**src/rtl/tlb_multilevel.sv**
```systemverilog
// Fully associative multi-level TLB: combinational lookup with superpage support,
// tree-PLRU refill replacement and a sequential one-entry-per-cycle flush engine.
module tlb_multilevel #(
    parameter int TLB_ENTRIES  = 8,
    parameter int ASID_WIDTH   = 9,
    parameter int LEVELS       = 2,
    parameter int VPN_W        = 10,
    parameter int CONTENT_W    = 32,
    localparam int VA_W        = 12 + LEVELS*VPN_W,
    localparam int SZ_W        = 2
) (
    input  logic                          clk_i,
    input  logic                          rst_ni,
    input  logic                          lu_access_i,
    input  logic [ASID_WIDTH-1:0]         lu_asid_i,
    input  logic [VA_W-1:0]               lu_vaddr_i,
    output logic                          lu_hit_o,
    output logic [CONTENT_W-1:0]          lu_content_o,
    output logic [SZ_W-1:0]               lu_size_o,
    input  logic                          upd_valid_i,
    output logic                          upd_ready_o,
    input  logic [LEVELS*VPN_W-1:0]       upd_vpn_i,
    input  logic [ASID_WIDTH-1:0]         upd_asid_i,
    input  logic [SZ_W-1:0]               upd_size_i,
    input  logic                          upd_global_i,
    input  logic [CONTENT_W-1:0]          upd_content_i,
    input  logic                          flush_req_i,
    input  logic [ASID_WIDTH-1:0]         flush_asid_i,
    input  logic [VA_W-1:0]               flush_vaddr_i,
    output logic                          flush_busy_o,
    output logic                          flush_done_o,
    output logic [$clog2(TLB_ENTRIES):0]  valid_count_o
);
    localparam int IDX_W = $clog2(TLB_ENTRIES);
    localparam int VPN_T = LEVELS*VPN_W;

    typedef enum logic [1:0] {S_IDLE, S_FLUSH, S_DONE} state_e;

    // Handshake: a refill transfers on a cycle where upd_valid_i & upd_ready_o are both high.

    logic [TLB_ENTRIES-1:0] valid_q, valid_d;
    logic [TLB_ENTRIES-1:0] global_q;
    logic [ASID_WIDTH-1:0]  asid_q    [TLB_ENTRIES];
    logic [VPN_T-1:0]       vpn_q     [TLB_ENTRIES];
    logic [SZ_W-1:0]        size_q    [TLB_ENTRIES];
    logic [CONTENT_W-1:0]   content_q [TLB_ENTRIES];
    logic [TLB_ENTRIES-2:0] plru_q, plru_d;
    logic [IDX_W:0]         count_q;
    state_e                 state_q, state_d;
    logic [IDX_W-1:0]       cnt_q, cnt_d;
    logic [ASID_WIDTH-1:0]  fasid_q, fasid_d;
    logic [VA_W-1:0]        fva_q, fva_d;

    // Levels below the entry's page size are offset bits and never compared.
    function automatic logic vpn_match(input logic [VPN_T-1:0] e_vpn,
                                       input logic [SZ_W-1:0] sz,
                                       input logic [VA_W-1:0] va);
        logic m;
        m = 1'b1;
        for (int k = 0; k < LEVELS; k++) begin
            if (k >= int'(sz) && e_vpn[k*VPN_W +: VPN_W] != va[12 + k*VPN_W +: VPN_W]) m = 1'b0;
        end
        return m;
    endfunction

    // Heap-ordered tree: node n has children 2n+1 (lower half) and 2n+2 (upper half).
    function automatic logic [TLB_ENTRIES-2:0] plru_touch(input logic [TLB_ENTRIES-2:0] t,
                                                          input logic [IDX_W-1:0] idx);
        logic [TLB_ENTRIES-2:0] r;
        logic [IDX_W-1:0]       node;
        logic                   b;
        r    = t;
        node = '0;
        for (int l = 0; l < IDX_W; l++) begin
            b       = idx[IDX_W-1-l];
            r[node] = ~b;
            node    = IDX_W'(2*int'(node) + 1 + int'(b));
        end
        return r;
    endfunction

    function automatic logic [IDX_W-1:0] plru_victim(input logic [TLB_ENTRIES-2:0] t);
        logic [IDX_W-1:0] v;
        logic [IDX_W-1:0] node;
        logic             b;
        v    = '0;
        node = '0;
        for (int l = 0; l < IDX_W; l++) begin
            b             = t[node];
            v[IDX_W-1-l]  = b;
            node          = IDX_W'(2*int'(node) + 1 + int'(b));
        end
        return v;
    endfunction

    function automatic logic [IDX_W:0] popcount(input logic [TLB_ENTRIES-1:0] v);
        logic [IDX_W:0] c;
        c = '0;
        for (int i = 0; i < TLB_ENTRIES; i++) c = c + {{IDX_W{1'b0}}, v[i]};
        return c;
    endfunction

    // Lookup: descending scan so the lowest matching index wins.
    logic             lu_match;
    logic [IDX_W-1:0] lu_idx;
    always_comb begin
        lu_match = 1'b0;
        lu_idx   = '0;
        for (int i = TLB_ENTRIES-1; i >= 0; i--) begin
            if (valid_q[i] && (global_q[i] || asid_q[i] == lu_asid_i) &&
                vpn_match(vpn_q[i], size_q[i], lu_vaddr_i)) begin
                lu_match = 1'b1;
                lu_idx   = IDX_W'(i);
            end
        end
    end

    assign flush_busy_o  = (state_q != S_IDLE);
    assign flush_done_o  = (state_q == S_DONE);
    assign lu_hit_o      = lu_match & ~flush_busy_o;
    assign lu_content_o  = lu_hit_o ? content_q[lu_idx] : '0;
    assign lu_size_o     = lu_hit_o ? size_q[lu_idx] : '0;
    assign upd_ready_o   = (state_q == S_IDLE) & ~flush_req_i;
    assign valid_count_o = count_q;

    // Refill target: duplicate overwrite, then lowest free slot, then PLRU victim.
    logic             upd_acc;
    logic             dup_hit, free_hit;
    logic [IDX_W-1:0] dup_idx, free_idx, tgt_idx;
    always_comb begin
        dup_hit  = 1'b0;
        dup_idx  = '0;
        free_hit = 1'b0;
        free_idx = '0;
        for (int i = TLB_ENTRIES-1; i >= 0; i--) begin
            if (valid_q[i] && vpn_q[i] == upd_vpn_i && asid_q[i] == upd_asid_i &&
                size_q[i] == upd_size_i) begin
                dup_hit = 1'b1;
                dup_idx = IDX_W'(i);
            end
            if (!valid_q[i]) begin
                free_hit = 1'b1;
                free_idx = IDX_W'(i);
            end
        end
        tgt_idx = dup_hit ? dup_idx : (free_hit ? free_idx : plru_victim(plru_q));
        upd_acc = upd_valid_i & upd_ready_o;
    end

    // Flush criterion for the entry currently under the counter; zero fields are wildcards.
    logic flush_hit;
    always_comb begin
        logic any_asid, any_va, addr_ok, asid_ok;
        any_asid  = (fasid_q == '0);
        any_va    = (fva_q == '0);
        addr_ok   = vpn_match(vpn_q[cnt_q], size_q[cnt_q], fva_q);
        asid_ok   = (asid_q[cnt_q] == fasid_q) && !global_q[cnt_q];
        flush_hit = valid_q[cnt_q] && (any_asid || asid_ok) && (any_va || addr_ok);
    end

    always_comb begin
        state_d = state_q;
        cnt_d   = cnt_q;
        fasid_d = fasid_q;
        fva_d   = fva_q;
        valid_d = valid_q;
        plru_d  = plru_q;
        unique case (state_q)
            S_IDLE: begin
                if (flush_req_i) begin
                    fasid_d = flush_asid_i;
                    fva_d   = flush_vaddr_i;
                    cnt_d   = '0;
                    state_d = S_FLUSH;
                end
            end
            S_FLUSH: begin
                if (flush_hit) valid_d[cnt_q] = 1'b0;
                if (cnt_q == IDX_W'(TLB_ENTRIES-1)) state_d = S_DONE;
                else                                cnt_d   = cnt_q + 1'b1;
            end
            S_DONE:  state_d = S_IDLE;
            default: state_d = S_IDLE;
        endcase
        if (upd_acc) valid_d[tgt_idx] = 1'b1;
        // Refill touch is applied after the lookup touch so it dominates.
        if (lu_access_i && lu_hit_o) plru_d = plru_touch(plru_d, lu_idx);
        if (upd_acc)                 plru_d = plru_touch(plru_d, tgt_idx);
    end

    always_ff @(posedge clk_i or negedge rst_ni) begin
        if (!rst_ni) begin
            state_q <= S_IDLE;
            cnt_q   <= '0;
            fasid_q <= '0;
            fva_q   <= '0;
            valid_q <= '0;
            plru_q  <= '0;
            count_q <= '0;
        end else begin
            state_q <= state_d;
            cnt_q   <= cnt_d;
            fasid_q <= fasid_d;
            fva_q   <= fva_d;
            valid_q <= valid_d;
            plru_q  <= plru_d;
            count_q <= popcount(valid_q);
        end
    end

    always_ff @(posedge clk_i) begin
        if (upd_acc) begin
            asid_q[tgt_idx]    <= upd_asid_i;
            vpn_q[tgt_idx]     <= upd_vpn_i;
            size_q[tgt_idx]    <= upd_size_i;
            global_q[tgt_idx]  <= upd_global_i;
            content_q[tgt_idx] <= upd_content_i;
        end
    end

endmodule

```
**config.mk**
```make
export PLATFORM = sky130hd
export DESIGN_NAME = tlb_multilevel
export DESIGN_NICKNAME = d
export VERILOG_FILES = /design/src/rtl/tlb_multilevel.sv
export SDC_FILE = /design/constraint.sdc
export NUM_CORES = 1
export LEC_CHECK = 0
export CAP_MARGIN = 20
export CORE_MARGIN = 3
export CORE_UTILIZATION = 55
export DETAILED_ROUTE_END_ITERATION = 16
export HOLD_SLACK_MARGIN = 0.03
export PLACE_DENSITY_LB_ADDON = 0.1
export REMOVE_ABC_BUFFERS = 1
export SETUP_SLACK_MARGIN = 0.2
export SLEW_MARGIN = 20
export SYNTH_ARGS = -nofsm -noshare
export SYNTH_HDL_FRONTEND = slang
export SYNTH_SLANG_ARGS = --single-unit
```
**constraint.sdc**
```tcl
create_clock -name clk_i -period 6.6 [get_ports clk_i]
set_input_delay 1.32 -clock clk_i [delete_from_list [all_inputs] [get_ports clk_i]]
set_output_delay 1.32 -clock clk_i [all_outputs]
set_load 0.01 [all_outputs]
```
# After elaboration in Yosys (flattened, before gate mapping)
# Memory sizes are Yosys's and may differ from the RTL's.
# Cells that the tools add are included.
# W data, S select, Z words.
[totals] ff_bits=73 latchBits=0 ramBits=504 romBits=0 out_inout_bits=42 elab_cells=329 n_memories=4
[memory_table] name="content_q" words=8 width=32 read_ports=1 rd_clocked_by_memory_dff=0 wr=1 line_no="46" text="logic [CONTENT_W-1:0] content_q [TLB_ENTRIES];"
[memory_table] name="vpn_q" words=8 width=20 read_ports=9 rd_clocked_by_memory_dff=0 wr=1 line_no="44" text="logic [VPN_T-1:0] vpn_q [TLB_ENTRIES];"
[memory_table] name="asid_q" words=8 width=9 read_ports=9 rd_clocked_by_memory_dff=0 wr=1 line_no="43" text="logic [ASID_WIDTH-1:0] asid_q [TLB_ENTRIES];"
[memory_table] name="size_q" words=8 width=2 read_ports=10 rd_clocked_by_memory_dff=0 wr=1 line_no="45" text="logic [SZ_W-1:0] size_q [TLB_ENTRIES];"
[classes] addsub=17 mul=0 div=0 order_cmp=32 eq_ne=57 shifts=0 mux=108 bitwise=14 reduce_logical=88
[op_table] operator="$ne A10 B10 Y1" n=18
[op_table] operator="$eq A20 B20 Y1" n=8
[op_table] operator="$eq A9 B9 Y1" n=17
[op_table] operator="$mux W3" n=28
[op_table] operator="$logic_and A1 B1 Y1" n=68
[op_table] operator="$mux W1" n=54
[op_table] operator="$ge A1 B2 Y1 const A" n=18
[op_table] operator="$logic_not A32 Y1" n=1
[op_table] operator="$mux W32" n=1
[op_table] operator="$bwmux W7" n=4
[op_table] operator="$mux W8" n=3
[op_table] operator="$lt A3 B4 Y1 const B" n=5
[op_table] operator="$demux W1 S3" n=6
[op_table] operator="$add A4 B1 Y4" n=4
[op_table] operator="$eq A2 B2 Y1" n=8
[op_table] operator="$mux W7" n=2
[op_table] operator="$add A3 B1 Y3 const B" n=4
[op_table] operator="$bmux W1 S3" n=4
[op_table] operator="$ge A3 B1 Y1 const B" n=4
[op_table] operator="$lt A2 B4 Y1 const B" n=3
[op_table] operator="$logic_or A1 B1 Y1" n=10
[op_table] operator="$add A3 B1 Y3" n=3
[op_table] operator="$logic_not A9 Y1" n=1
[op_table] operator="$and A8 B8 Y8" n=1
[op_table] operator="other kinds (22)" n=41

# Longest topological paths before layout
# Gate-level depths: netlist of the first run.
[logic_depth] depth_word=25 depth_mapped=16 mapped_depth_nobuf=13

# Least setup slack after synthesis of the first run
# OpenSTA, ideal clock, no wires.
[synth_timing] kind="input -> register" start="input port upd_vpn_i[5]" end="memory asid_q[6][0], enable pin" setup_ns=0.490 arrival_ns=6.454 required_ns=6.110 path_slack_ns=-0.344 cell_stages=10 path_cell_list="clkbuf_1 xor2_1 nor4_1 nand2_1 nor4_1 nor4_1 a211oi_1 ha_1 nand2_1 nor2_1"
[synth_between] elab_chain_cells=13
[synth_rtl] item="start, declared" line_no="22" text="input logic [LEVELS*VPN_W-1:0] upd_vpn_i,"
[synth_rtl] item="$eq A20 B20 Y1" line_no="136" text="if (valid_q[i] && vpn_q[i] == upd_vpn_i && asid_q[i] == upd_asid_i &&"
[synth_rtl] item="$logic_and A1 B1 Y1 (3 in series)" line_no="136"
[synth_rtl] item="$mux W3 / $mux W1 (equally long branches) (8 in series)" line_no="136"
[synth_rtl] item="$mux W3 *" line_no="146" text="tgt_idx = dup_hit ? dup_idx : (free_hit ? free_idx : plru_victim(plru_q));"
[synth_rtl] item="end, declared" line_no="43"
# Every way passes the cells marked *; elsewhere a longest branch is shown, timed or not.

# Worst setup path in the final report of the first run
[layout_timing] start="input port lu_vaddr_i[13]" end="output port lu_content_o[28]"
[layout_between] elab_chain_cells=15
[layout_rtl] item="start, declared" line_no="16" text="input logic [VA_W-1:0] lu_vaddr_i,"
[layout_rtl] item="$ne A10 B10 Y1" line_no="61" text="if (k >= int'(sz) && e_vpn[k*VPN_W +: VPN_W] != va[12 + k*VPN_W +: VPN_W]) m = 1'b0;"
[layout_rtl] item="$logic_and A1 B1 Y1" line_no="61"
[layout_rtl] item="$mux W1 (2 in series)" line_no="61"
[layout_rtl] item="$logic_and A1 B1 Y1" line_no="110" text="if (valid_q[i] && (global_q[i] || asid_q[i] == lu_asid_i) &&"
[layout_rtl] item="$mux W3 / $mux W1 (equally long branches) (8 in series)" line_no="110"
[layout_rtl] item="$mem_v2 Z8 W32 / $and A1 B1 Y1 (equally long branches)"
[layout_rtl] item="$mux W32 *" line_no="121" text="assign lu_content_o = lu_hit_o ? content_q[lu_idx] : '0;"
[layout_rtl] item="end, declared" line_no="18" text="output logic [CONTENT_W-1:0] lu_content_o,"
# Marks and branches as above.

==> results of run 1 <==
metrics by stage:
step           hold WS [ns]  setup WS (ns)  cell area [um^2]  utilization, %
4_1_cts               0.511         0.0742             35000            67.8
6_report              0.511          0.151             35300            68.3
3_3_place_gp          0.492         -0.186             32800            63.6
3_5_place_dp          0.498         -0.241             32800            63.6
2_1_floorplan         0.481        -0.0135             28300               -
5_1_grt               0.534         0.0656             35300            68.3
path summary, 6_finish.rpt:
path | startpoint | end | cells after the start
worst max-delay path | lu_vaddr_i[13] | lu_content_o[28] | 14
worst min-delay path | fva_q[9] | fva_q[9] | 1
worst max register to register | cnt_q[0] | valid_q[3] | 10
worst min register to register | fva_q[9] | fva_q[9] | 1
max in group asynchronous | rst_ni | cnt_q[0] | 1
min in group asynchronous | rst_ni | fasid_q[7] | 1
Yosys cell counts (5+ instances only):
cell type  count  area [um^2]
edfxtp_1     512        15400
xor2_1       284         2490
xnor2_1      226         1980
nor4_1        94          588
nand4_1       74          463
mux4_2        66         1490
dfrtp_1       65         1630
mux2_2        65          732
clkbuf_1      58          218
buf_2         53          265
o22a_1        52          455
o221ai_1      49          429
nand2_1       46          173
mux2i_1       44          440
nor2_1        42          158
o22ai_1       34          213
inv_1         29          109
nor3_1        20          100
ha_1          17          213
a41oi_1       16          140
o21ai_0       15         75.1
nand3_1       13         65.1
mux2_1         8         90.1
buf_1          7         26.3
a31oi_1        6         37.5
buf_6          6         67.6
a21oi_1        5         25.0
a22oi_1        5         37.5
a311oi_1       5         43.8
o211a_1        5         50.1
flip-flops by register name, summed over array words and instances, names as in the netlist:
register,cells
valid_q,8
global_q,8
plru_q,7
state_q,2
asid_q,72
fva_q,32
valid_count_o,4
content_q,256
fasid_q,9
size_q,16
vpn_q,160
cnt_q,3
power groups by stage:
stage                     Clock, uW  Sequential [uW]  Combinational, uW
after global placement            0             4640               3050
final                          3320             4580               3160
after global routing           3520             4620               3370
after detailed placement          0             4650               3080
after CTS                      3360             4580               3110
after floorplan                   0             4650               1810
final cells by class:
type | instances | area [um^2]
fillers | 3627 | 16300
well taps | 680 | 851
repair buffers | 393 | 3810
diodes | 1 | 2.50
inverters | 32 | 125
clock buffers | 76 | 1570
multi-input cells | 1266 | 11600
flip-flops and latches | 577 | 17000
clock inverters | 33 | 345
per-layer routing:
metal / part of all wire (%) / vias up
met5: 0.012 / -
met4: 5.4 / 2
met3: 8.2 / 195
met2: 47 / 969
met1: 40 / 9988
li1: - / 8351
timing repair:
action                     CTS  global route
pin swaps                   10            14
cloned                       1             0
resized for setup           64            52
setup buffers               12             7
setup endpoints to repair   34            34
cells by family (layout without fill, tap and decap cells):
group / count (synthesis) / in the layout / synth area share, %
flip-flops: 577 / 577 / 58.8
XOR/XNOR: 510 / 510 / 15.5
AO/OA/AOI/OAI: 234 / 234 / 6.59
AND/OR/NAND/NOR: 318 / 318 / 6.10
adder cells (fa/ha/maj): 21 / 21 / 1.01
multiplexers: 183 / 183 / 9.51
buffers and inverters: 159 / 534 / 2.51
other: 0 / 1 / 0
==> results.md, run 1 <==
* Status: completed
* VDD IR max at 0.350 mV
* Hold Violations, Final at 0
* GRT overflow at 0
* Worst Clk Skew at 0.0377 ns
* Initial antenna violation count at 1
* Fmax at 155 MHz
* EDFF count, synth at just over 500
* WL per Instance at 30.9 um
* Setup Crit Path Kind: in2out
* Prevailing post-synth register cell: edfxtp_1
* Avg Cell Area, Syn at 14.4 um^2
* Leakage at approximately 0.012 uW
* Slew @ Worst Pin at about 0.98 ns
* Layout cells sized above 1 at 21.4%
* Core Rows at between 80 and 90
* Setup TNS Final at 0 ns
* Placed Instances at ~2900
* Die Footprint at 55300 um^2
* CP startpoint kind: input port
* CP max stage cell: clkdlybuf4s50_1
* Asr flop ratio synth at 11.3%
* Post-layout net count at 2501
* DRC at 0
* # IOs at 193
* DR iter-0 viols at 2052
* Slew margin rel. at 34.3%
* DRT Pass-1 Iters at 7
* YS warnings at 0
* Post-Syn Area at 28900 um^2
* Largest net degree at the start of global routing at 67
* Vias in the first global route at 19500
* Arr. time, crit path at 5.13 ns
* Combinational share of power at 28.6%
* Root buffer cell: clkbuf_16
* Commonest cells after routing, fill and taps aside: edfxtp_1, xor2_1, xnor2_1, buf_4, clkdlybuf4s50_1
* ANT nets after route at 0
* Data required, critical path at between 5 and 6 ns
* Switching share of total power at 31.0%
* Met3 Usage GRT at 6.35%
* HPWL after DPL at 67.6 mm
* GRT busiest layer: met2
* Slew Limit Fails at 0
* Initial Util at between 50% and 60%
* MaxCap Viol Count at 0
* First-pass GRT wire length at 136 mm
* Routing usage on met2 at between 50% and 60%
* Core ar. at 51600 um^2
* Element type at the critical path end: output pin
* DR vias at 19500
* DRT Wirelength at ~94 mm
* Final worst path period need at approximately 6.4 ns
* Gr usage total at 33.6%
* Post-cts hold buffer count at 0
* Hold Crit Class: reg2reg
* Unrepaired setup endpoints after global routing: true
* TritonCTS Buffers at 59
* PnR Total Power at between 10000 and 15000 uW
* Crit Path Max Fanout at 20
* Seq pwr share at around two fifths
* Final setup vio count at 0
* GRT met1 Usage at between 40% and 50%
* Non-filler instance count after layout at about 3100
* Crit path cell chain: clkdlybuf4s50_1 > buf_4 > xor2_1 > nor4_1 > nand4_1 > buf_4 > a2111oi_4 > nor4_2 > a31o_1 > or2_1 > buf_12 > buf_12 > o22ai_1 > clkdlybuf4s50_1
* Die span in x at between 200 and 250 um
* H-tree levels at 2
* Port buffer count at 180
* Commonest non-fill, non-tap cell in the layout: edfxtp_1
* Tcrit/Tclk final at a little over nine tenths
* Worst path top cell family by delay: buffers and inverters
* Die height at 235 um
* Skew-Pair Late Insertion Delay at 0.64 ns
* Sink Count at 577
* Bufs and invs on worst path at 6
* R2R Setup Slk at 2.19 ns
* Switch Pwr at approximately 3400 uW
* Yosys reg bits at 577
* Slowest stage delay, CP at 0.56 ns
* Int Power at ~7600 uW
* Yosys cell types at 70
* Vias per inst at about 6.4
* Post-Synthesis Cells at 2002
* Clk slew on worst S/H paths at 0.06 ns
* PD cells at 314 nW/um^2
* CTS tree: yes
* Placer Congestion at 1.04
* Area delta synth->final at 22.0%
* Sequential area share after synthesis at 58.8%
* Power share of the clock group at a little under a third
* Clk buf depth at 3
Power figures use the tool's default switching activity.
==> inputs of run 2 (changes only) <==
--- a/config.mk
+++ b/config.mk
@@ -7,7 +7,7 @@
 export LEC_CHECK = 0
 export CAP_MARGIN = 20
 export CORE_MARGIN = 3
-export CORE_UTILIZATION = 55
+export CORE_UTILIZATION = 40
 export DETAILED_ROUTE_END_ITERATION = 16
 export HOLD_SLACK_MARGIN = 0.03
 export PLACE_DENSITY_LB_ADDON = 0.1
@@ -17,3 +17,4 @@
 export SYNTH_ARGS = -nofsm -noshare
 export SYNTH_HDL_FRONTEND = slang
 export SYNTH_SLANG_ARGS = --single-unit
+export TNS_END_PERCENT = 5
==> run 2 against run 1 <==
Register-to-register slack better by 0.13 ns. Largest power group unchanged. Via count shrank 2.1%. Final cell count increased by 8.9%. Critical endpoint is now lu_content_o[22]. Sequential power barely moved. Critical path type unchanged. Final area up 1.8%.
==> results.md, run 2 (same netlist as run 1, synthesis figures left out) <==
* Post-cts hold buffer count at 0 (unchanged)
* HPWL after DPL at 74.2 mm (+9.7%)
* DRT Wirelength at 101 mm (+6.7%)
* Commonest non-fill, non-tap cell in the layout: edfxtp_1
* Worst Clk Skew at 0.0194 ns (-0.0182 ns)
* Core ar. at 70800 um^2 (+37%)
* Status: completed
* Hold Startpoint: fva_q[8]
* Area delta synth->final at 24.2%
* Worst reg2reg path endpoint: valid_q[5]
* Top reg by flops: content_q
* Crit path cell chain: clkdlybuf4s50_1 > buf_4 > xor2_1 > nor4_2 > a41oi_2 > buf_4 > a2111oi_4 > o211ai_1 > or3_2 > buf_12 > buf_4 > o22a_1 > o221ai_1 > o22ai_1 > clkdlybuf4s50_1
* TritonCTS Buffers at 69 (+17%)
* Worst r2r path cells at 10 (unchanged)
* Final setup vio count at 0 (unchanged)
* DRC at 0 (unchanged)
* Number of flip-flops in the largest register at 256 (unchanged)
* ANT nets after route at 0 (unchanged)
* Post-layout net count at 2506 (+0.20%)
* Slowest stage delay, CP at 0.49 ns (-0.07 ns)
* Non-filler instance count after layout at 3331 (+8.9%)
* Tcrit/Tclk final at 98.9% (+1.2 points)
* Skew-Pair Late Insertion Delay at 0.62 ns (-0.02 ns)
* Hold path depth at 1 (unchanged)
* MaxCap Viol Count at 0 (unchanged)
* Leakage at 0.0123 uW (+1.1%)
* DR iter-0 viols at 1976 (-3.7%)
* Fin util at 50.7% (-18 points)
* Crit Path Max Fanout at 12 (-40%)
* Slew @ Worst Pin at 0.996 ns (+0.0138 ns)
* Clk slew on worst S/H paths at 0.06 ns (about the same)
* R2r startpoint: cnt_q[0]
* Final instance area at 35900 um^2 (+1.8%)
* Layout cells sized above 1 at 21.0% (-0.44 points)
* Top flop regs: content_q x256, vpn_q x160, asid_q x72
* Root buffer cell: clkbuf_16
* Setup Crit Path Kind: in2out
* Unrepaired setup endpoints after global routing: true
* R2R Setup Slk at 2.32 ns (+0.13 ns)
* Port buffer count at 180 (unchanged)
* Largest net degree at the start of global routing at 67 (unchanged)
* Hold Crit Class: reg2reg
* Die height at 275 um (+17%)
* Initial Util at 40.8% (-15 points)
* Element type at the critical path end: output pin
* Placed Instances at 3197 (+9.2%)
* Data required, critical path at 5.28 ns (about the same)
* PD cells at 321 nW/um^2 (+2.4%)
* Vias in the first global route at 19500 (-0.11%)
* CTS tree: yes
* # IOs at 193 (unchanged)
* CP max stage cell: clkdlybuf4s50_1
* Sink Count at 577 (unchanged)
* Vias per inst at 5.73 (-10%)
* Slew Limit Fails at 0 (unchanged)
* Area after DPL at 33300 um^2 (+1.3%)
* WL per Instance at 30.2 um (-2.0%)
* Slew margin rel. at 33.6% (-0.71 points)
* Die Footprint at 75500 um^2 (+36%)
* Hold endpoint: fva_q[8]
* Hold Violations, Final at 0 (unchanged)
* H-tree levels at 3 (+1)
* Commonest cells after routing, fill and taps aside: edfxtp_1, xor2_1, xnor2_1, buf_4, clkdlybuf4s50_1
* DRT Pass-1 Iters at 5 (-2)
* GRT overflow at 0 (unchanged)
* Clk buf depth at 3 (unchanged)
* Final worst path period need at 6.53 ns (+0.0808 ns)
* Core Rows at 97 (+17%)
* Gr usage total at 26.6% (-7.0 points)
* Fmax at 153 MHz (-1.2%)
* CP startpoint kind: input port
* Arr. time, crit path at 5.21 ns (+0.08 ns)
* Initial antenna violation count at 5 (+4)
* CP dominant cell by count: buf_4
* Die span in x at 275 um (+17%)
* DR vias at 19100 (-2.1%)
* VDD IR max at 0.209 mV (-40%)
* Placer Congestion at 0.984 (-5.6%)
* First-pass GRT wire length at 143 mm (+5.5%)
-- run 2: cell types whose count changed in the layout (fill, tap and decap cells not counted), sizes merged --
| cell | before | now |
|---|---|---|
| clkinvlp | 2 | 3 |
| diode | 1 | 2 |
| clkbuf | 78 | 85 |
| clkinv | 24 | 32 |
| dlygate4sd2 | 31 | 15 |
| dlymetal6s2s | 12 | 14 |
| clkdlybuf4s50 | 133 | 150 |
| buf | 215 | 209 |
| bufinv | 5 | 4 |
-- run 2: how the worst max path moves through the flow --
| stage | from | slack [ns] | endpoint |
|---|---|---|---|
| 3_3_place_gp | lu_vaddr_i[29] | -0.26 | lu_content_o[3] |
| 2_1_floorplan | upd_vpn_i[5] | -0.01 | asid_q[6][0] |
| 4_1_cts | lu_vaddr_i[28] | 0.01 | lu_content_o[22] |
| 5_1_grt | lu_vaddr_i[28] | -0.07 | lu_content_o[0] |
| 3_5_place_dp | lu_vaddr_i[28] | -0.24 | lu_size_o[0] |
| 6_report | lu_asid_i[6] | 0.07 | lu_content_o[22] |
-- run 2: power breakdown --
group	switching, uW	internal, uW
Clock	1580	2180
Combinational	1660	1520
Sequential	352	4240
Total	3590	7940
-- run 2: layout make-up --
cell class | count | area (um^2)
diodes | 2 | 5.00
clock buffers | 85 | 1850
clock inverters | 41 | 397
fillers | 6052 | 34800
inverters | 32 | 125
multi-input cells | 1266 | 11500
flip-flops and latches | 577 | 17000
well taps | 940 | 1180
repair buffers | 388 | 3850
-- run 2: layer usage --
layer	vias to the layer above	track usage, %	wire (um)
met1	9841	36.0	42300
met3	150	4.72	6920
li1	8363	-	-
met2	743	43.5	48100
met5	-	0	0
met4	0	9.13	3420
-- run 2: what timing repair did --
item / 4_1_cts / 5_1_grt
endpoints found under the setup margin: 34 / 34
cloned: 1 / 0
resized for setup: 38 / 39
pin swaps: 7 / 11
setup buffers: 4 / 1
-- run 2: per-stage QoR --
stage                     TNS, ns  setup slack [ns]  total power, uW  hold slack, ns
after global placement      -4.12            -0.259             7810           0.491
after global routing       -0.386           -0.0664            12000           0.529
after detailed placement    -3.24            -0.243             7840           0.498
final                           0            0.0700            11500           0.507
after floorplan             -1.71           -0.0135             6460           0.481
after CTS                       0            0.0143            11600           0.511
-- run 2: worst max-delay path, delay by kind of cell --
| kind | cells | cell delay, ns |
|---|---|---|
| simple gates | 2 | 0.82 |
| compound gates | 6 | 1.17 |
| xor+xnor | 1 | 0.16 |
| buf+inv | 6 | 1.71 |
==> inputs of run 3 (changes only) <==
--- a/config.mk
+++ b/config.mk
@@ -5,7 +5,7 @@
 export SDC_FILE = /design/constraint.sdc
 export NUM_CORES = 1
 export LEC_CHECK = 0
-export CAP_MARGIN = 20
+export CAP_MARGIN = 40
 export CORE_MARGIN = 3
 export CORE_UTILIZATION = 40
 export DETAILED_ROUTE_END_ITERATION = 16
==> run 3 against run 2 <==
Sequential share of layout area decreased by 0.22 points. Global-route usage hardly changed. Clock power grew 2%. Sequential power is 2% lower. Utilization rose by 0.24 points. Final cell count about the same. Register-to-register slack better by 0.09 ns. Via count shrank 0.20%. Worst hold slack better by 0.0028 ns. Critical path depth shrank 1. Non-clock buffer count grew 5. Critical endpoint is now lu_content_o[8]. Highest routed layer is now met5.
==> results.md, run 3 (same netlist as run 1, synthesis figures left out) <==
* First-pass GRT wire length at 144 mm (+0.29%)
* Fmax at 153 MHz (-0.32%)
* Port buffer count at 180 (unchanged)
* Worst path top cell family by delay: buffers and inverters
* Final instance area at 36100 um^2 (+0.47%)
* Slew margin rel. at 42.8% (+9.2 points)
* Bufs and invs on worst path at 5 (-1)
* GRT overflow at 0 (unchanged)
* CP startpoint kind: input port
* Vias in the first global route at 19600 (+0.84%)
* Area delta synth->final at 24.8%
* Hold Crit Class: reg2reg
* Root buffer cell: clkbuf_16
* Largest net degree at the start of global routing at 67 (unchanged)
* Gr usage total at 26.7% (+0.039 points)
* R2r startpoint: size_q[4][1]
* CP max stage cell: clkdlybuf4s50_1
* WL per Instance at 30.3 um (+0.21%)
* Final setup vio count at 0 (unchanged)
* Status: completed
* Critical path launch point: lu_vaddr_i[29]
* DR iter-0 viols at 1866 (-5.6%)
* Skew-Pair Late Insertion Delay at 0.64 ns (+0.02 ns)
* Sink Count at 577 (unchanged)
* Hold path depth at 1 (unchanged)
* Slew Limit Fails at 0 (unchanged)
* PD cells at 323 nW/um^2 (+0.67%)
* Leakage at 0.0126 uW (+2.3%)
* R2R Setup Slk at 2.41 ns (+0.09 ns)
* Layout cells sized above 1 at 21.0% (+0.075 points)
* Die Footprint at 75500 um^2 (unchanged)
* Die height at 275 um (unchanged)
* Top reg by flops: content_q
* Slowest stage delay, CP at 0.61 ns (+0.12 ns)
* # diodes at 0 (-2)
* Core ar. at 70800 um^2 (unchanged)
* Slew @ Worst Pin at 0.833 ns (-0.162 ns)
* Vias per inst at 5.72 (-0.17%)
* Crit path cell chain: clkdlybuf4s50_1 > buf_4 > xor2_1 > nor4_1 > a41oi_2 > a2111o_1 > o21bai_2 > o31ai_4 > buf_12 > buf_4 > mux2_2 > o22ai_1 > nor3_2 > clkdlybuf4s50_1
* DRT Wirelength at 101 mm (+0.18%)
* Worst Clk Skew at 0.0330 ns (+0.0136 ns)
* WHS at 0.510 ns (+0.00275 ns)
* Number of flip-flops in the largest register at 256 (unchanged)
* Placer Congestion at 0.984 (unchanged)
* HPWL after DPL at 74.2 mm (about the same)
* Post-layout net count at 2510 (+0.16%)
* Unrepaired setup endpoints after global routing: true
* Area after DPL at 33300 um^2 (+0.14%)
* Commonest non-fill, non-tap cell in the layout: edfxtp_1
* MaxCap Viol Count at 0 (unchanged)
* Initial Util at 40.8% (unchanged)
* Clk buf depth at 3 (unchanged)
* Core Rows at 97 (unchanged)
* DR vias at 19100 (-0.20%)
* Levels on crit path at 14 (-1)
* CP Capture Point: lu_content_o[8]
* Setup Crit Path Kind: in2out
* TritonCTS Buffers at 68 (-1.4%)
* Arr. time, crit path at 5.23 ns (+0.02 ns)
* Final worst path period need at 6.55 ns (+0.0210 ns)
* ANT nets after route at 0 (unchanged)
* CTS tree: yes
* Post-cts hold buffer count at 0 (unchanged)
* Hold Violations, Final at 0 (unchanged)
* Tcrit/Tclk final at 99.3% (+0.32 points)
* Clk slew on worst S/H paths at 0.06 ns (about the same)
* DRC at 0 (unchanged)
* Top flop regs: content_q x256, vpn_q x160, asid_q x72
* H-tree levels at 3 (unchanged)
* Initial antenna violation count at 1 (-4)
* Fill count at 6063 (+0.18%)
* Die span in x at 275 um (unchanged)
* Crit Path Max Fanout at 8 (-4)
* Data required, critical path at 5.28 ns (about the same)
* VDD IR max at 0.235 mV (+13%)
* Worst r2r path cells at 10 (unchanged)
* DRT Pass-1 Iters at 5 (unchanged)
* PnR Total Power at 11700 uW (+1.1%)
* Commonest cells after routing, fill and taps aside: edfxtp_1, xor2_1, xnor2_1, buf_4, clkdlybuf4s50_1
* Worst reg2reg path endpoint: asid_q[1][3]
* # IOs at 193 (unchanged)
* Element type at the critical path end: output pin
[run 3: cell count changes in the layout (fill, tap and decap cells not counted), sizes merged, moves of 3 or more]
cell / delta
buf: +6
bufinv: +3
clkdlybuf4s50: -6
clkinv: -4
dlygate4sd2: -10
dlymetal6s2s: +15
[run 3: through the flow]
stage / instances / setup TNS [ns] / utilization, % / worst slack, ns
final: 3330 / 0 / 51.0 / 0.0491
after global routing: 3330 / -0.310 / 51.0 / -0.101
after CTS: 3328 / 0 / 50.7 / 0.00956
after detailed placement: 3199 / -5.37 / 47.1 / -0.285
after global placement: 3197 / -4.12 / 47.0 / -0.259
after floorplan: 1875 / -1.71 / - / -0.0135
[run 3: timing repair]
item	in CTS	in global routing
resized for setup	37	46
setup buffers	7	1
pin swaps	7	12
endpoints found under the setup margin	34	34
cloned	0	0
[run 3: worst reg2reg max path, delay by kind of cell (launching register included)]
kind | cells | cell delay, ns
AO/OA/AOI/OAI | 1 | 0.35
XOR/XNOR | 1 | 0.23
AND/OR/NAND/NOR | 6 | 2.09
flip-flops | 1 | 0.57
buffers and inverters | 1 | 0.32
adder cells (fa/ha/maj) | 1 | 0.29
[run 3: how the worst min path moves through the flow]
stage	from	end	slack (ns)
4_1_cts	fva_q[10]	fva_q[10]	0.51
3_5_place_dp	fva_q[10]	fva_q[10]	0.50
5_1_grt	fva_q[10]	fva_q[10]	0.52
3_3_place_gp	fva_q[4]	fva_q[4]	0.49
2_1_floorplan	fva_q[1]	fva_q[1]	0.48
6_report	fva_q[10]	fva_q[10]	0.51
[run 3: final cells by class]
class	instances	area [um^2]	area share, %
Sequential cell	577	17000	47.1
Multi-Input combinational cell	1266	11500	31.8
Timing Repair Buffer	393	3970	11.0
Clock buffer	85	1800	4.98
Tap cell	940	1180	3.26
Clock inverter	37	517	1.43
Inverter	32	125	0.347
[run 3: routing by layer]
layer / GRT usage [%] / routed length (um)
met5: 0 / 9
met4: 8.78 / 3760
met3: 4.37 / 6790
met2: 43.7 / 48100
met1: 36.3 / 42300
[run 3: power breakdown]
| group | leakage (uW) | total [uW] | internal [uW] | switching, uW |
|---|---|---|---|---|
| Sequential | 0.00536 | 4530 | 4240 | 289 |
| Clock | 0.00111 | 3840 | 2250 | 1590 |
| Combinational | 0.00615 | 3290 | 1540 | 1740 |
| Total | 0.0126 | 11700 | 8030 | 3630 |
==> variant 1 (config.mk and constraints of run 3) <==
Make the reset (`rst_ni`) synchronous in one clocked block.
--- a/src/rtl/tlb_multilevel.sv
+++ b/src/rtl/tlb_multilevel.sv
@@ -188,7 +188,7 @@
         if (upd_acc)                 plru_d = plru_touch(plru_d, tgt_idx);
     end
 
-    always_ff @(posedge clk_i or negedge rst_ni) begin
+    always_ff @(posedge clk_i) begin
         if (!rst_ni) begin
             state_q <= S_IDLE;
             cnt_q   <= '0;
Formal check against the unedited RTL: differs if rst_ni is asserted again (counterexample within 4 cycles, from zero or initial values and one cycle with rst_ni low); with rst_ni held inactive, the same outputs for 4 cycles.
==> variant 1 against run 3 <==
Wire length rose by 3.9%; cell area barely moved; non-clock buffer count rose by 37; sequential share of layout area fell by 0.77 points; setup slack improved by 0.070 ns; sequential cell count rose by 3; count of clock-buffer cells in the layout did not move; synthesized area rose by 0.19%; critical endpoint is now lu_content_o[7].
Power is not compared: it rests on default switching activity, and its combinational part moved more than twofold at a synthesized area within 25%.
==> variant 1: results (changes against run 3) <==
[worst_setup_path]
critPathMaxFanout=20  ; +12
cp_slowest_stage_delay_ns=0.65  ; +0.04 ns
critPathTopFamily=simple AND/OR/NAND/NOR gates
crit_path_top_delay_cell=or4_1
cp.arrival_ns=5.16  ; -0.07 ns

[placement]
pre_cts_ws_ns=-0.281  ; +0.00388 ns
portBuffers=180  ; unchanged
dp_hpwl_mm=76.7  ; +3.4%
place.gp.congestion=0.970  ; -1.4%
placed_cells=3486  ; +9.0%

[global_routing]
use_met2_pct=45.4  ; +1.7 points
gr-usage-met1_pct=37.2  ; +0.92 points
grt_pass1_vias=20200  ; +3.0%
grt_max_degree=54  ; -19%
antenna_found_initial=7  ; +6
grt_pass1_wl_mm=148  ; +3.1%
grtUsageMet3_pct=4.52  ; +0.15 points
grt_use_total_pct=27.6  ; +0.92 points

[power_and_ir_drop]
switching_power_mw=2.07
p_leak_nw=12.4
vdd_drop_max_uv=200

[drt]
wire_per_inst_um=29.0  ; -4.4%
firstDrtPassIters=5  ; unchanged
first_iter_violations=1849  ; -0.91%
vias_per_cell=5.62  ; -1.8%

[cts]
ctsHtreeMaxLevel=3  ; unchanged
clk_pin_slew_ns=0.06  ; about the same
clk_latency_ns=0.62  ; -0.02 ns
cts_made_buffers=69  ; +1.5%
clk_root_buffer_cell=clkbuf_16
cts_buffer_depth=3  ; unchanged

[finish]
drive_gt1_share_pct=18.4  ; -2.6 points
reg_top3=content_q x256, vpn_q x160, asid_q x72
nFillCells=6265  ; +3.3%
stdcell_count=3620  ; +8.7%
final_nets=2787  ; +11%

[outcome]
status=complete, no violations

[synthesis]
ys_types=66  ; -5.7%
ys_seq_area_share_pct=57.8  ; -1.0 points
yosysWarnings=0  ; unchanged
synthArstFlopShare_pct=0  ; -11 points
synthTopCellsByArea=edfxtp_1, xnor2_1, xor2_1
yosys-top-cells-count=edfxtp_1, nand2_1, xnor2_1
synth_edf_count=512  ; unchanged
synthCells=2257  ; +13%

[timing]
tightest_slew_ns=0.911  ; +0.0771 ns
fin_worst_skew_ns=0.0215  ; -0.0115 ns
hold_viol_final=0  ; unchanged

[hold_path]
min_path_type=reg2reg

==> variant 1: kinds of logic after synthesis <==
kind of cell             after synthesis  share of synthesized area, %
adder cells (fa/ha/maj)               21                          1.01
AO/OA/AOI/OAI                        210                          5.09
flip-flops                           580                          57.8
AND/OR/NAND/NOR                      644                          10.8
multiplexers                         127                          7.28
buffers and inverters                176                          2.88
XOR/XNOR                             499                          15.1
==> variant 1: path summary, 6_finish.rpt <==
kind / startpoint / to / slack (ns) / depth (start not counted)
setup reg to reg: size_q[6][1] / vpn_q[7][8] / 1.96 / 13
hold / removal: fva_q[10] / fva_q[10] / 0.46 / 2
setup / recovery: lu_vaddr_i[26] / lu_content_o[7] / 0.12 / 14
hold reg to reg: fva_q[10] / fva_q[10] / 0.46 / 2
==> variant 1: worst reg2reg max path, stage by stage, from the launching register on <==
cell and delay, ns:
edfxtp_1 0.60, xnor2_1 0.40, nand4_1 0.20, nor4_1 0.54, a2111oi_0 0.21, o21ai_0 0.45, a21boi_0 0.19, o21ai_0 0.56
nand2_1 0.22, buf_4 0.24, nand3_1 0.17, clkinv_2 0.15, buf_12 0.19, buf_4 0.26
==> variant 1: repair_timing <==
action                                  CTS  global route
pin swaps                                13             7
buffers inserted                          4             2
endpoints found under the setup margin   35            34
gates cloned                              1             0
resized for setup                        61            48
==> variant 1: per-stage QoR <==
| stage | util (%) | power [mW] | area, um2 |
|---|---|---|---|
| floorplan | - | 4.47 | 28200 |
| global placement | 46.8 | 4.91 | 33500 |
| detailed placement | 47.0 | 4.92 | 33600 |
| CTS | 50.3 | 8.66 | 36000 |
| global route | 50.4 | 8.86 | 36100 |
| finish | 50.4 | 8.60 | 36100 |
==> variant 1: metal layers <==
| metal | vias to the layer above | wire (um) |
|---|---|---|
| met3 | 155 | 6070 |
| met2 | 728 | 50300 |
| li1 | 9044 | - |
| met4 | 8 | 3810 |
| met1 | 10400 | 44600 |
| met5 | - | 57 |
==> variant 1: power groups by stage <==
stage	Clock [mW]	Combinational, mW	Sequential (mW)
after floorplan	0	0.310	4.16
after global placement	0	0.751	4.16
after detailed placement	0	0.761	4.16
after CTS	3.81	0.767	4.09
after global routing	3.96	0.814	4.09
final	3.74	0.774	4.09
==> variant 1: final cells by class <==
cell class / instances / area [um2] / area share, %
sequential: 580 / 16700 / 46.4
multi-input combinational: 1501 / 11700 / 32.3
timing repair buffer: 430 / 4160 / 11.5
clock buffer: 85 / 1810 / 5.01
clock inverter: 39 / 395 / 1.09
tap: 950 / 1190 / 3.29
inverter: 33 / 128 / 0.353
antenna: 2 / 5.00 / 0.0139
==> variant 2 (settings of run 3) <==
Without the edit above. `TLB_ENTRIES`: 8 -> 4.
--- a/src/rtl/tlb_multilevel.sv
+++ b/src/rtl/tlb_multilevel.sv
@@ -1,7 +1,7 @@
 // Fully associative multi-level TLB: combinational lookup with superpage support,
 // tree-PLRU refill replacement and a sequential one-entry-per-cycle flush engine.
 module tlb_multilevel #(
-    parameter int TLB_ENTRIES  = 8,
+    parameter int TLB_ENTRIES  = 4,
     parameter int ASID_WIDTH   = 9,
     parameter int LEVELS       = 2,
     parameter int VPN_W        = 10,
Interface: changed (resized valid_count_o); port bits go from 193 to 192. No check against the original RTL was run, so the function may have changed too.
==> variant 2 against run 3 <==
Cell area is 48% lower; setup slack better by 0.30 ns; die area is 47% lower; global-route usage is 5.9 points lower; power is 47% lower; wire length is 58% lower; clock skew is 0.014 ns lower; synthesized area is 48% lower; via count is 52% lower; clock power is 49% lower; sequential cell count is 266 lower.
==> variant 2: results (changes against run 3) <==
[global_routing]
grt_use_total_pct=20.8  ; -5.9 points
grt_pass1_vias=9702  ; -51%
use_met2_pct=33.5  ; -10 points
grt_max_degree=60  ; -10%
grt_pass1_wl_mm=62.8  ; -56%
gr-usage-met1_pct=28.7  ; -7.5 points

[outcome]
status=complete, no violations

[finish]
reg_top3=content_q x128, vpn_q x80, asid_q x36
final_nets=1354  ; -46%
multi_input_gates=625  ; -51%
num-nonclk-inverters=20  ; -38%
nFillCells=3207  ; -47%
clock_buffers=51  ; -40%
area_delta_synth_final_pct=24.3
seq_area_share_pct=48.3  ; +1.1 points
clk_share_pct=6.24  ; -0.17 points
multi_input_area_share_pct=30.6  ; -1.2 points
drive_gt1_share_pct=12.5  ; -8.5 points

[synthesis]
synthArstFlopShare_pct=17.7  ; +6.4 points
ys_types=51  ; -27%
yosys-top-cells-count=edfxtp_1, xnor2_1, xor2_1
synthCells=1010  ; -50%
synthTopCellsByArea=edfxtp_1, xnor2_1, dfrtp_1

[drt]
top_layer=met4
wl_met3_mm=2.47  ; -64%
routed-via-count=9232  ; -52%
vias_per_cell=5.35  ; -6.6%
firstDrtPassIters=7  ; +2
wire_per_inst_um=24.5  ; -19%
wl_met1_mm=18.8  ; -56%
first_iter_violations=579  ; -69%

[power_and_ir_drop]
netSwitchingFraction_pct=29.3  ; -1.8 points
p_leak_nw=6.58  ; -48%
vdd_drop_max_uv=228  ; -2.7%

[cts]
post_cts_buffers=0  ; -7
clk_latency_ns=0.54  ; -0.10 ns
cts_made_buffers=37  ; -46%
ctsHtreeMaxLevel=2  ; -1
cts_sinks=311  ; -46%

[placement]
place.gp.congestion=0.928  ; -5.6%
portBuffers=179  ; -0.56%
placed_cells=1659  ; -48%
pre_cts_ws_ns=0.320  ; +0.605 ns
place_area_um2=17500  ; -47%
dp_hpwl_mm=30.3  ; -59%

[worst_setup_path]
cp-startpoint=lu_vaddr_i[20]
r2r_slack_ns=2.81  ; +0.40 ns
reg2reg_to=vpn_q[1][16]
reg2reg_depth=8  ; -2
cp.arrival_ns=4.93  ; -0.30 ns
crit_path_end=lu_size_o[1]
critPathMaxFanout=13  ; +5
r2r_start=vpn_q[3][11]

[timing]
finalCritPeriodShare_pct=94.7  ; -4.5 points
fin_worst_skew_ns=0.0186  ; -0.0145 ns
max-slew-margin-rel_pct=49.4  ; +6.6 points

[floorplanning]
taps=504  ; -46%

[flow_run]
drv_cap=0  ; unchanged

variant 2: repair_timing:
item / 4_1_cts / 5_1_grt
gates resized for setup: 0 / 2
hold buffers: 0 / 0
setup endpoints to repair: 0 / 9
variant 2: cells by family (layout without fill, tap and decap cells):
kind of cell             Yosys count  count (layout)  synth area share, %
AO/OA/AOI/OAI                     87              87                 3.98
XOR/XNOR                         259             259                 15.0
adder cells (fa/ha/maj)            7               7                0.629
buffers and inverters             74             287                 2.38
flip-flops                       311             311                 60.0
multiplexers                     143             143                 13.0
AND/OR/NAND/NOR                  129             129                 5.05
variant 2: how the worst min path moves through the flow:
stage	startpoint	to	depth (start not counted)	slack (ns)
floorplan	fva_q[1]	fva_q[1]	1	0.48
global placement	fva_q[3]	fva_q[3]	1	0.49
detailed placement	fva_q[1]	fva_q[1]	1	0.50
CTS	fva_q[1]	fva_q[1]	1	0.51
global route	fva_q[4]	fva_q[4]	1	0.53
finish	fva_q[1]	fva_q[1]	1	0.51
variant 2: power by group through the flow:
stage / registers (mW) / clock network, mW / logic, mW
6_report: 2.63 / 1.95 / 1.64
5_1_grt: 2.66 / 2.08 / 1.77
4_1_cts: 2.67 / 2.00 / 1.60
3_5_place_dp: 2.71 / 0 / 1.59
3_3_place_gp: 2.73 / 0 / 1.55
2_1_floorplan: 2.65 / 0 / 1.01
variant 2: critical path, stage by stage:
cell and delay [ns]:
clkdlybuf4s50_1 0.54, xor2_1 0.22, nor4_1 0.48, a41o_1 0.30
a21oi_1 0.11, nor3_2 0.33, nand2_1 0.15, a211o_1 0.39
buf_12 0.18, o22ai_1 0.20, buf_4 0.17, clkdlybuf4s50_1 0.53
